==> src/rtl/hex_display_mux.sv <==
// Time-multiplexed hex driver for an N-digit common-anode seven-segment display.
// Inputs are snapshotted once per frame so a displayed value never tears mid-scan.
module hex_display_mux #(
  parameter int NUM_DIGITS  = 4,
  parameter int REFRESH_DIV = 500000
) (
  input  logic                    i_clock,
  input  logic                    i_reset_n,
  input  logic                    i_enable,
  input  logic [4*NUM_DIGITS-1:0] i_digits,
  input  logic [NUM_DIGITS-1:0]   i_dp,
  input  logic [NUM_DIGITS-1:0]   i_blank,
  input  logic                    i_lz_en,
  output logic [6:0]              o_seg,
  output logic                    o_dp,
  output logic [NUM_DIGITS-1:0]   o_an,
  output logic                    o_frame
);

  localparam int CNT_W = $clog2(REFRESH_DIV);
  localparam int IDX_W = (NUM_DIGITS > 1) ? $clog2(NUM_DIGITS) : 1;
  localparam logic [CNT_W-1:0] CNT_MAX = CNT_W'(REFRESH_DIV - 1);
  localparam logic [IDX_W-1:0] IDX_MAX = IDX_W'(NUM_DIGITS - 1);

  logic [CNT_W-1:0]        cnt_reg, cnt_next;
  logic [IDX_W-1:0]        idx_reg, idx_next;
  logic [4*NUM_DIGITS-1:0] digits_reg, digits_next;
  logic [NUM_DIGITS-1:0]   dp_reg, dp_next;
  logic [NUM_DIGITS-1:0]   blank_reg, blank_next;
  logic                    lz_en_reg, lz_en_next;
  logic                    terminal, frame;

  logic [6:0]              seg_next;
  logic                    dp_out_next;
  logic [NUM_DIGITS-1:0]   an_next;

  logic [3:0]              nib [NUM_DIGITS];
  logic [6:0]              slot_seg [NUM_DIGITS];
  logic                    slot_dp [NUM_DIGITS];
  logic [NUM_DIGITS-1:0]   suppress;

  function automatic logic [6:0] decode(input logic [3:0] v);
    logic [6:0] s;
    case (v)
      4'h0: s = 7'b0000001;
      4'h1: s = 7'b1001111;
      4'h2: s = 7'b0010010;
      4'h3: s = 7'b0000110;
      4'h4: s = 7'b1001100;
      4'h5: s = 7'b0100100;
      4'h6: s = 7'b0100000;
      4'h7: s = 7'b0001111;
      4'h8: s = 7'b0000000;
      4'h9: s = 7'b0000100;
      4'hA: s = 7'b0001000;
      4'hB: s = 7'b1100000;
      4'hC: s = 7'b0110001;
      4'hD: s = 7'b1000010;
      4'hE: s = 7'b0110000;
      default: s = 7'b0111000;
    endcase
    return s;
  endfunction

  always_comb begin
    terminal    = (cnt_reg == CNT_MAX);
    frame       = terminal && (idx_reg == IDX_MAX);
    cnt_next    = terminal ? '0 : cnt_reg + 1'b1;
    idx_next    = idx_reg;
    if (terminal) begin
      idx_next = (idx_reg == IDX_MAX) ? '0 : idx_reg + 1'b1;
    end
    digits_next = frame ? i_digits : digits_reg;
    dp_next     = frame ? i_dp     : dp_reg;
    blank_next  = frame ? i_blank  : blank_reg;
    lz_en_next  = frame ? i_lz_en  : lz_en_reg;
  end

  // Scan from the most significant digit down; a zero digit stays dark only
  // while every digit above it was also zero. Digit 0 is always shown.
  always_comb begin
    logic run;
    suppress = '0;
    run      = lz_en_next;
    for (int k = NUM_DIGITS - 1; k >= 0; k--) begin
      run         = run && (nib[k] == 4'h0);
      suppress[k] = run && (k != 0);
    end
  end

  generate
    for (genvar gi = 0; gi < NUM_DIGITS; gi++) begin : g_slot
      assign nib[gi]      = digits_next[4*gi +: 4];
      assign slot_seg[gi] = (blank_next[gi] || suppress[gi]) ? 7'h7F : decode(nib[gi]);
      assign slot_dp[gi]  = blank_next[gi] | ~dp_next[gi];
    end
  endgenerate

  always_comb begin
    an_next     = '0;
    seg_next    = 7'h7F;
    dp_out_next = 1'b1;
    if (i_enable) begin
      an_next     = NUM_DIGITS'(1) << idx_next;
      seg_next    = slot_seg[idx_next];
      dp_out_next = slot_dp[idx_next];
    end
  end

  always_ff @(posedge i_clock or negedge i_reset_n) begin
    if (!i_reset_n) begin
      cnt_reg    <= CNT_MAX;
      idx_reg    <= IDX_MAX;
      digits_reg <= '0;
      dp_reg     <= '0;
      blank_reg  <= '0;
      lz_en_reg  <= 1'b0;
      o_seg      <= 7'h7F;
      o_dp       <= 1'b1;
      o_an       <= '0;
      o_frame    <= 1'b0;
    end else begin
      cnt_reg    <= cnt_next;
      idx_reg    <= idx_next;
      digits_reg <= digits_next;
      dp_reg     <= dp_next;
      blank_reg  <= blank_next;
      lz_en_reg  <= lz_en_next;
      o_seg      <= seg_next;
      o_dp       <= dp_out_next;
      o_an       <= an_next;
      o_frame    <= frame;
    end
  end

endmodule

==> config.mk <==
export PLATFORM = sky130hd
export DESIGN_NAME = hex_display_mux
export DESIGN_NICKNAME = d
export VERILOG_FILES = /design/src/rtl/hex_display_mux.sv
export SDC_FILE = /design/constraint.sdc
export NUM_CORES = 1
export LEC_CHECK = 0
export ABC_AREA = 0
export ABC_CLOCK_PERIOD_IN_PS = 6500
export BUFFER_PORTS_ARGS = -buffer_cell sky130_fd_sc_hd__buf_2
export CORE_UTILIZATION = 50
export DETAILED_ROUTE_END_ITERATION = 8
export PLACE_DENSITY = 0.77
export REMOVE_ABC_BUFFERS = 1
export SLEW_MARGIN = 40
export SYNTH_ARGS = -nofsm -noshare
export SYNTH_HDL_FRONTEND = slang
export SYNTH_SLANG_ARGS = --single-unit
==> constraint.sdc <==
create_clock -name i_clock -period 6.5 [get_ports i_clock]
set_input_delay 0 -clock i_clock [delete_from_list [all_inputs] [get_ports i_clock]]
set_output_delay 0 -clock i_clock [all_outputs]
set_load 0.05 [all_outputs]
==> results.yml, run 1 <==
yosys:
  synth_compound_gate_area_share: 0.202
  synth_cell_type_count: 70
  synth-async-reset-ratio: 1.00
  avgSynthCellArea_sq_um: 8.96
  synth_top_family_by_area: "simple AND/OR/NAND/NOR gates"
  ys_seq_elements: 59
  netlist.top_cell.by_area: "sky130_fd_sc_hd__dfrtp_1"
  ys_dominant_reg_cell: "sky130_fd_sc_hd__dfrtp_1"
  syn-cell-area_sq_mm: 0.00424
  synth-simple-area-share: 0.220
  ys_top_cells_by_area: "sky130_fd_sc_hd__dfrtp_1 (22%), sky130_fd_sc_hd__dfstp_2 (13%), sky130_fd_sc_hd__ha_1 (7.1%)"
  netlist_top_cells_count: "sky130_fd_sc_hd__nand2_1 (39), sky130_fd_sc_hd__dfrtp_1 (38), sky130_fd_sc_hd__nor2_1 (36), sky130_fd_sc_hd__inv_1 (28), sky130_fd_sc_hd__ha_1 (24)"
  synth_most_common_cell: "sky130_fd_sc_hd__nand2_1"
  synth-edff-count: 0
  yosys.area.top_type_share: 0.224
  synth_xor_xnor_area_share: 0.0331
  yosys_warnings: 0
  synth_adder_area_share: 0.0708
  synth.mux.area_fraction: 0.0635
  yosysSeqAreaShare: 0.354
  post_synth_inst_count: 473
pwr:
  cellInternalPower_w: 0.000602
  power-per-cell-area_mw_per_mm2: 171
  peakVddDrop_uv: 96.6
  switchingPower_w: 0.000221
  power.share.sequential: 0.465
  switching_share_of_power: 0.269
  p_comb_frac: 0.126
  clk_network_pwr_share: 0.409
  p_leak_nw: 2.17
setup_path:
  rrSetupSlack_ps: 2040
  start_kind: "flop"
  worstPathMaxFanout: 8
  cp-startpoint: "cnt_reg[0]"
  r2r_end: "o_seg[0]"
  cp.arrival_ps: 4700
  critPathRequiredTime_ps: 6730
  rr_startpoint: "cnt_reg[0]"
  cp-endpoint: "o_seg[0]"
  critical_path_class: "reg -> reg"
  critical_path.endpoint_type: "flop"
  timing.reg2reg.worst_path_depth: 13
final_layout:
  nNetsFinal: 567
  diodes: 0
  areaGrowthSynthToFinish_pct: 13.4
  final-instance-count-excl-fill: 625
  post-route-cell-area_sq_mm: 0.00481
  layout-drive-gt1-share: 0.204
  fillerInstances: 745
  largest_register_ff_count: 19
sta:
  worst-slew-pin-transition_ps: 846
  fin_setup_tns_ps: 0
  finalClockSkew_ps: 8.81
  slew_headroom: 0.428
  fin_crit_ps: 4460
  achievable-frequency_ghz: 0.224
  final-max-slew-violation-count: 0
  report.final.setup_viol: 0
  grt_setup_unrepaired: "false"
  whs_ps: 65.0
  hold_viol_final: 0
  layout_worst_path_cycle_share: 0.687
place:
  detailed_place_hpwl_mm: 8.10
  dp_cells: 598
  placedInstanceArea_sq_mm: 0.00449
  gp_routability_congestion: 0.902
  io_buffer_count: 40
detailed_routing:
  routed_wl_mm: 11.3
  via_per_inst: 6.27
  vias: 3920
  remaining_drc_errors: 0
  drtAntennaViolNets: 0
  route.detailed.wl_per_inst_um: 18.1
  first_pass_iters: 5
  number_of_drc_markers_after_the_initial_detailed_route_iteration: 372
hold_path:
  timing.hold.worst.class: "in -> reg"
grt:
  grt_pass1_wl_mm: 18.0
  grt_use_total: 0.269
  grt_start_max_net_pins: 60
  grt_remaining_overflow: 0
  first_global_vias: 3605
  antenna_found_initial: 0
die:
  die_boundary_width_um: 94.1
  rows: 33
  coreArea_sq_mm: 0.00822
  die_h_um: 94.1
  die_area_sq_mm: 0.00885
  initial_utilization: 0.516
  num_io_pins: 41
cts:
  clk_pin_slew_ps: 70
  tritoncts.num_buffers: 9
  cts-resized-gates: 0
  max-clock-path-buffers: 2
  ctsRootBufferMaster: "sky130_fd_sc_hd__clkbuf_8"
  clock_tree.htree_level_count: 3
  clk_latency_ps: 350
  clock_sinks: 59
  cts_tree: "built"
status:
  run_status: "completed"
run:
  max_capacitance_violation_count: 0
[logic make-up (layout without fill, tap and decap cells)]
family / count (synthesis) / in the layout
adders and majority gates: 24 / 24
AOI/OAI and AO/OA: 119 / 119
buffers and inverters: 53 / 100
and+or+nand+nor: 176 / 176
muxes: 26 / 26
xor gates and xnor gates: 16 / 16
DFF: 59 / 59
[critical path, cell delays in order (launching register included)]
cell                       delay, ps
sky130_fd_sc_hd__dfstp_2         550
sky130_fd_sc_hd__ha_1            200
sky130_fd_sc_hd__and4_1          310
sky130_fd_sc_hd__and2_0          530
sky130_fd_sc_hd__nand3_2         230
sky130_fd_sc_hd__mux2i_1         400
sky130_fd_sc_hd__ha_1            300
sky130_fd_sc_hd__nor4bb_1        700
sky130_fd_sc_hd__a41oi_1         210
sky130_fd_sc_hd__o21ai_0         160
sky130_fd_sc_hd__nand2_1         130
sky130_fd_sc_hd__nand2_1         150
sky130_fd_sc_hd__a221oi_1        100
sky130_fd_sc_hd__o311ai_1        360
[stage by stage]
stage,total power [W],util,worst slack [ps]
floorplan,0.000444,-,500
global placement,0.000483,0.546,2230
detailed placement,0.000484,0.546,2030
CTS,0.000823,0.582,2000
global route,0.000859,0.585,1830
finish,0.000823,0.585,2040
[power groups by stage]
stage | Combinational, W | Clock [W] | Sequential [W]
2_1_floorplan | 0.0000460 | 0 | 0.000398
3_3_place_gp | 0.0000944 | 0 | 0.000388
3_5_place_dp | 0.0000959 | 0 | 0.000389
4_1_cts | 0.000101 | 0.000340 | 0.000382
5_1_grt | 0.000113 | 0.000362 | 0.000383
6_report | 0.000104 | 0.000337 | 0.000382
[timing repair]
action	4_1_cts	5_1_grt
buffers inserted	0	0
hold endpoints to repair	48	0
hold buffers	10	0
[layer usage]
| layer | part of all wire | track usage | vias to the layer above |
|---|---|---|---|
| li1 | - | - | 1817 |
| met1 | 0.43 | 0.364 | 1885 |
| met2 | 0.48 | 0.427 | 192 |
| met3 | 0.070 | 0.0558 | 26 |
| met4 | 0.020 | 0.0859 | 0 |
| met5 | 0 | 0 | - |
[cells in the final DEF, fill, tap and decap left out, drive strengths merged, types with 3 or more instances in the layout]
master       count
a211oi          11
a21bo            3
a21boi           4
a21o             4
a21oi           21
a221oi           7
a31oi            3
a41oi            3
and2             7
and3            12
buf             45
clkbuf          11
clkinv           4
dfrtp           38
dfstp           21
dlygate4sd3     10
ha              24
inv             28
mux2             4
mux2i           22
nand2           39
nand3           19
nand4           11
nor2            37
nor2b           12
nor3            11
nor3b            3
nor4             6
o211ai           4
o21a             3
o21ai           20
o311ai           4
o31ai           11
or2              4
or3              4
xnor2            8
xor2             8
[cell type report]
| type | count | area (sq um) | share of cell area |
|---|---|---|---|
| Timing Repair Buffer | 55 | 350 | 0.0729 |
| Clock buffer | 11 | 141 | 0.0294 |
| Inverter | 29 | 109 | 0.0226 |
| Multi-Input combinational cell | 361 | 2520 | 0.524 |
| Clock inverter | 5 | 52.6 | 0.0109 |
| Tap cell | 105 | 131 | 0.0273 |
| Sequential cell | 59 | 1500 | 0.313 |
[worst min path at each step]
stage	to	start	cells after the start
final	digits_reg[13]	i_digits[13]	3
after CTS	digits_reg[10]	i_digits[10]	3
after floorplan	blank_reg[0]	i_reset_n	0
after global placement	digits_reg[8]	i_reset_n	2
after detailed placement	digits_reg[11]	i_reset_n	2
after global routing	digits_reg[10]	i_digits[10]	3
No activity file was read; power rests on OpenSTA's default activity.
==> inputs of run 2 (changes only) <==
--- a/config.mk
+++ b/config.mk
@@ -6,7 +6,7 @@
 export NUM_CORES = 1
 export LEC_CHECK = 0
 export ABC_AREA = 0
-export ABC_CLOCK_PERIOD_IN_PS = 6500
+export ABC_CLOCK_PERIOD_IN_PS = 4650
 export BUFFER_PORTS_ARGS = -buffer_cell sky130_fd_sc_hd__buf_2
 export CORE_UTILIZATION = 50
 export DETAILED_ROUTE_END_ITERATION = 8
==> constraint.sdc (replaced) <==
create_clock -name i_clock -period 4.65 [get_ports i_clock]
set_input_delay 0 -clock i_clock [delete_from_list [all_inputs] [get_ports i_clock]]
set_output_delay 0 -clock i_clock [all_outputs]
set_load 0.05 [all_outputs]
==> results.yml, run 2 (same netlist as run 1, synthesis figures left out) <==
hold_path:
  worstHoldPathCells: 3
  timing.hold.worst.class: "in -> reg"
  worstHoldStart: "i_digits[13]"
  worstHoldEndpoint: "digits_reg[13]"
place:
  placedInstanceArea_sq_mm: 0.00452
  gp_routability_congestion: 0.954
  dp_slack_ps: 423
  detailed_place_hpwl_mm: 8.19
  io_buffer_count: 40
  dp_cells: 603
final_layout:
  nNetsFinal: 571
  largest_register_ff_count: 19
  post-route-cell-area_sq_mm: 0.00482
  diodes: 0
  areaGrowthSynthToFinish_pct: 13.8
  final-instance-count-excl-fill: 629
  layout-drive-gt1-share: 0.206
  mostFrequentLayoutCell: "sky130_fd_sc_hd__buf_2"
  layout_common_cells: "sky130_fd_sc_hd__buf_2 (40), sky130_fd_sc_hd__nand2_1 (39), sky130_fd_sc_hd__dfrtp_1 (38), sky130_fd_sc_hd__nor2_1 (36), sky130_fd_sc_hd__inv_1 (28)"
setup_path:
  worstPathMaxFanout: 12
  cp.arrival_ps: 4620
  timing.reg2reg.worst_path_depth: 13
  cpMaxStageDelayCell: "sky130_fd_sc_hd__dfstp_2"
  critical_path.n_buffers_inverters: 0
  r2r_end: "o_seg[2]"
  start_kind: "flop"
  worstPathCellList: "ha_1 > and4_1 > and2_0 > nand3_2 > mux2i_1 > ha_1 > and2_1 > a41oi_1 > nand3_1 > a211oi_1 > o21ai_0 > o21ai_0 > o221ai_1"
  rrSetupSlack_ps: 280
  critical_path.top_delay_family: "simple AND/OR/NAND/NOR gates"
  max_stage_delay_ps: 550
  rr_startpoint: "cnt_reg[0]"
  critPathRequiredTime_ps: 4900
  critical_path.endpoint_type: "flop"
  critical_path_class: "reg -> reg"
pwr:
  peakVddDrop_uv: 147
  p_leak_nw: 2.19
  total_power_of_the_final_layout_w: 0.00115
  power-per-cell-area_mw_per_mm2: 239
sta:
  layout_worst_path_cycle_share: 0.940
  report.final.setup_viol: 0
  finalClockSkew_ps: 7.93
  slew_headroom: 0.482
  achievable-frequency_ghz: 0.229
  final-max-slew-violation-count: 0
  fin_setup_tns_ps: 0
  grt_setup_unrepaired: "false"
  fin_crit_ps: 4370
  timing.final.ws_setup_ps: 277
  hold_viol_final: 0
  worst-slew-pin-transition_ps: 777
detailed_routing:
  remaining_drc_errors: 0
  drtAntennaViolNets: 0
  first_pass_iters: 5
  vias: 3926
  number_of_drc_markers_after_the_initial_detailed_route_iteration: 338
  via_per_inst: 6.24
  routed_wl_mm: 11.4
  route.detailed.wl_per_inst_um: 18.2
die:
  die_h_um: 94.1
  die_boundary_width_um: 94.1
  rows: 33
  coreArea_sq_mm: 0.00822
  initial_utilization: 0.516
  die_area_sq_mm: 0.00885
  num_io_pins: 41
run:
  max_capacitance_violation_count: 0
cts:
  cts-resized-gates: 0
  cts_hold_buffers: 10
  post-cts-setup-buffers: 0
  clock_tree.htree_level_count: 3
  max-clock-path-buffers: 2
  tritoncts.num_buffers: 9
  clk_pin_slew_ps: 70
  clk_latency_ps: 350
  cts_tree: "built"
  clock_sinks: 59
  ctsRootBufferMaster: "sky130_fd_sc_hd__clkbuf_8"
grt:
  antenna_found_initial: 0
  grt_use_total: 0.272
  grt_start_max_net_pins: 60
  grt_pass1_wl_mm: 18.1
  first_global_vias: 3675
  grt_remaining_overflow: 0
status:
  run_status: "completed"
## run 2: worst max-delay path by stage
stage / slack (ps) / to / startpoint / depth (start not counted)
3_5_place_dp: 420 / o_seg[2] / cnt_reg[0] / 13
3_3_place_gp: 560 / o_seg[2] / cnt_reg[0] / 13
2_1_floorplan: -1350 / o_seg[6] / cnt_reg[13] / 11
5_1_grt: 80 / o_seg[2] / cnt_reg[0] / 13
6_report: 280 / o_seg[2] / cnt_reg[0] / 13
4_1_cts: 420 / o_seg[2] / cnt_reg[0] / 13
## run 2: per-layer routing
layer	wire length (um)	track usage	vias to the layer above	part of all wire
li1	-	-	1818	-
met1	5110	0.368	1853	0.45
met2	5000	0.412	208	0.44
met3	845	0.0502	47	0.074
met4	460	0.144	0	0.040
met5	0	0	-	0
## run 2: worst min-delay path: stages
cell and delay [ps]:
sky130_fd_sc_hd__buf_2 110, sky130_fd_sc_hd__mux2i_1 110, sky130_fd_sc_hd__inv_1 140
## run 2: area by class of cell
type,count,area [sq um]
Sequential cell,59,1500
Multi-Input combinational cell,361,2510
Tap cell,105,131
Clock inverter,5,52.6
Timing Repair Buffer,59,372
Clock buffer,11,141
Fill cell,716,3390
Inverter,29,109
## run 2: power by group
part	internal [W]	switching (W)
logic	0.0000527	0.0000892
registers	0.000527	0.00000683
clock network	0.000259	0.000220
## run 2: per-stage QoR
stage,hold slack [ps],util
finish,58.0,0.587
floorplan,-296,-
global route,82.7,0.587
CTS,52.3,0.586
global placement,192,0.551
detailed placement,205,0.551
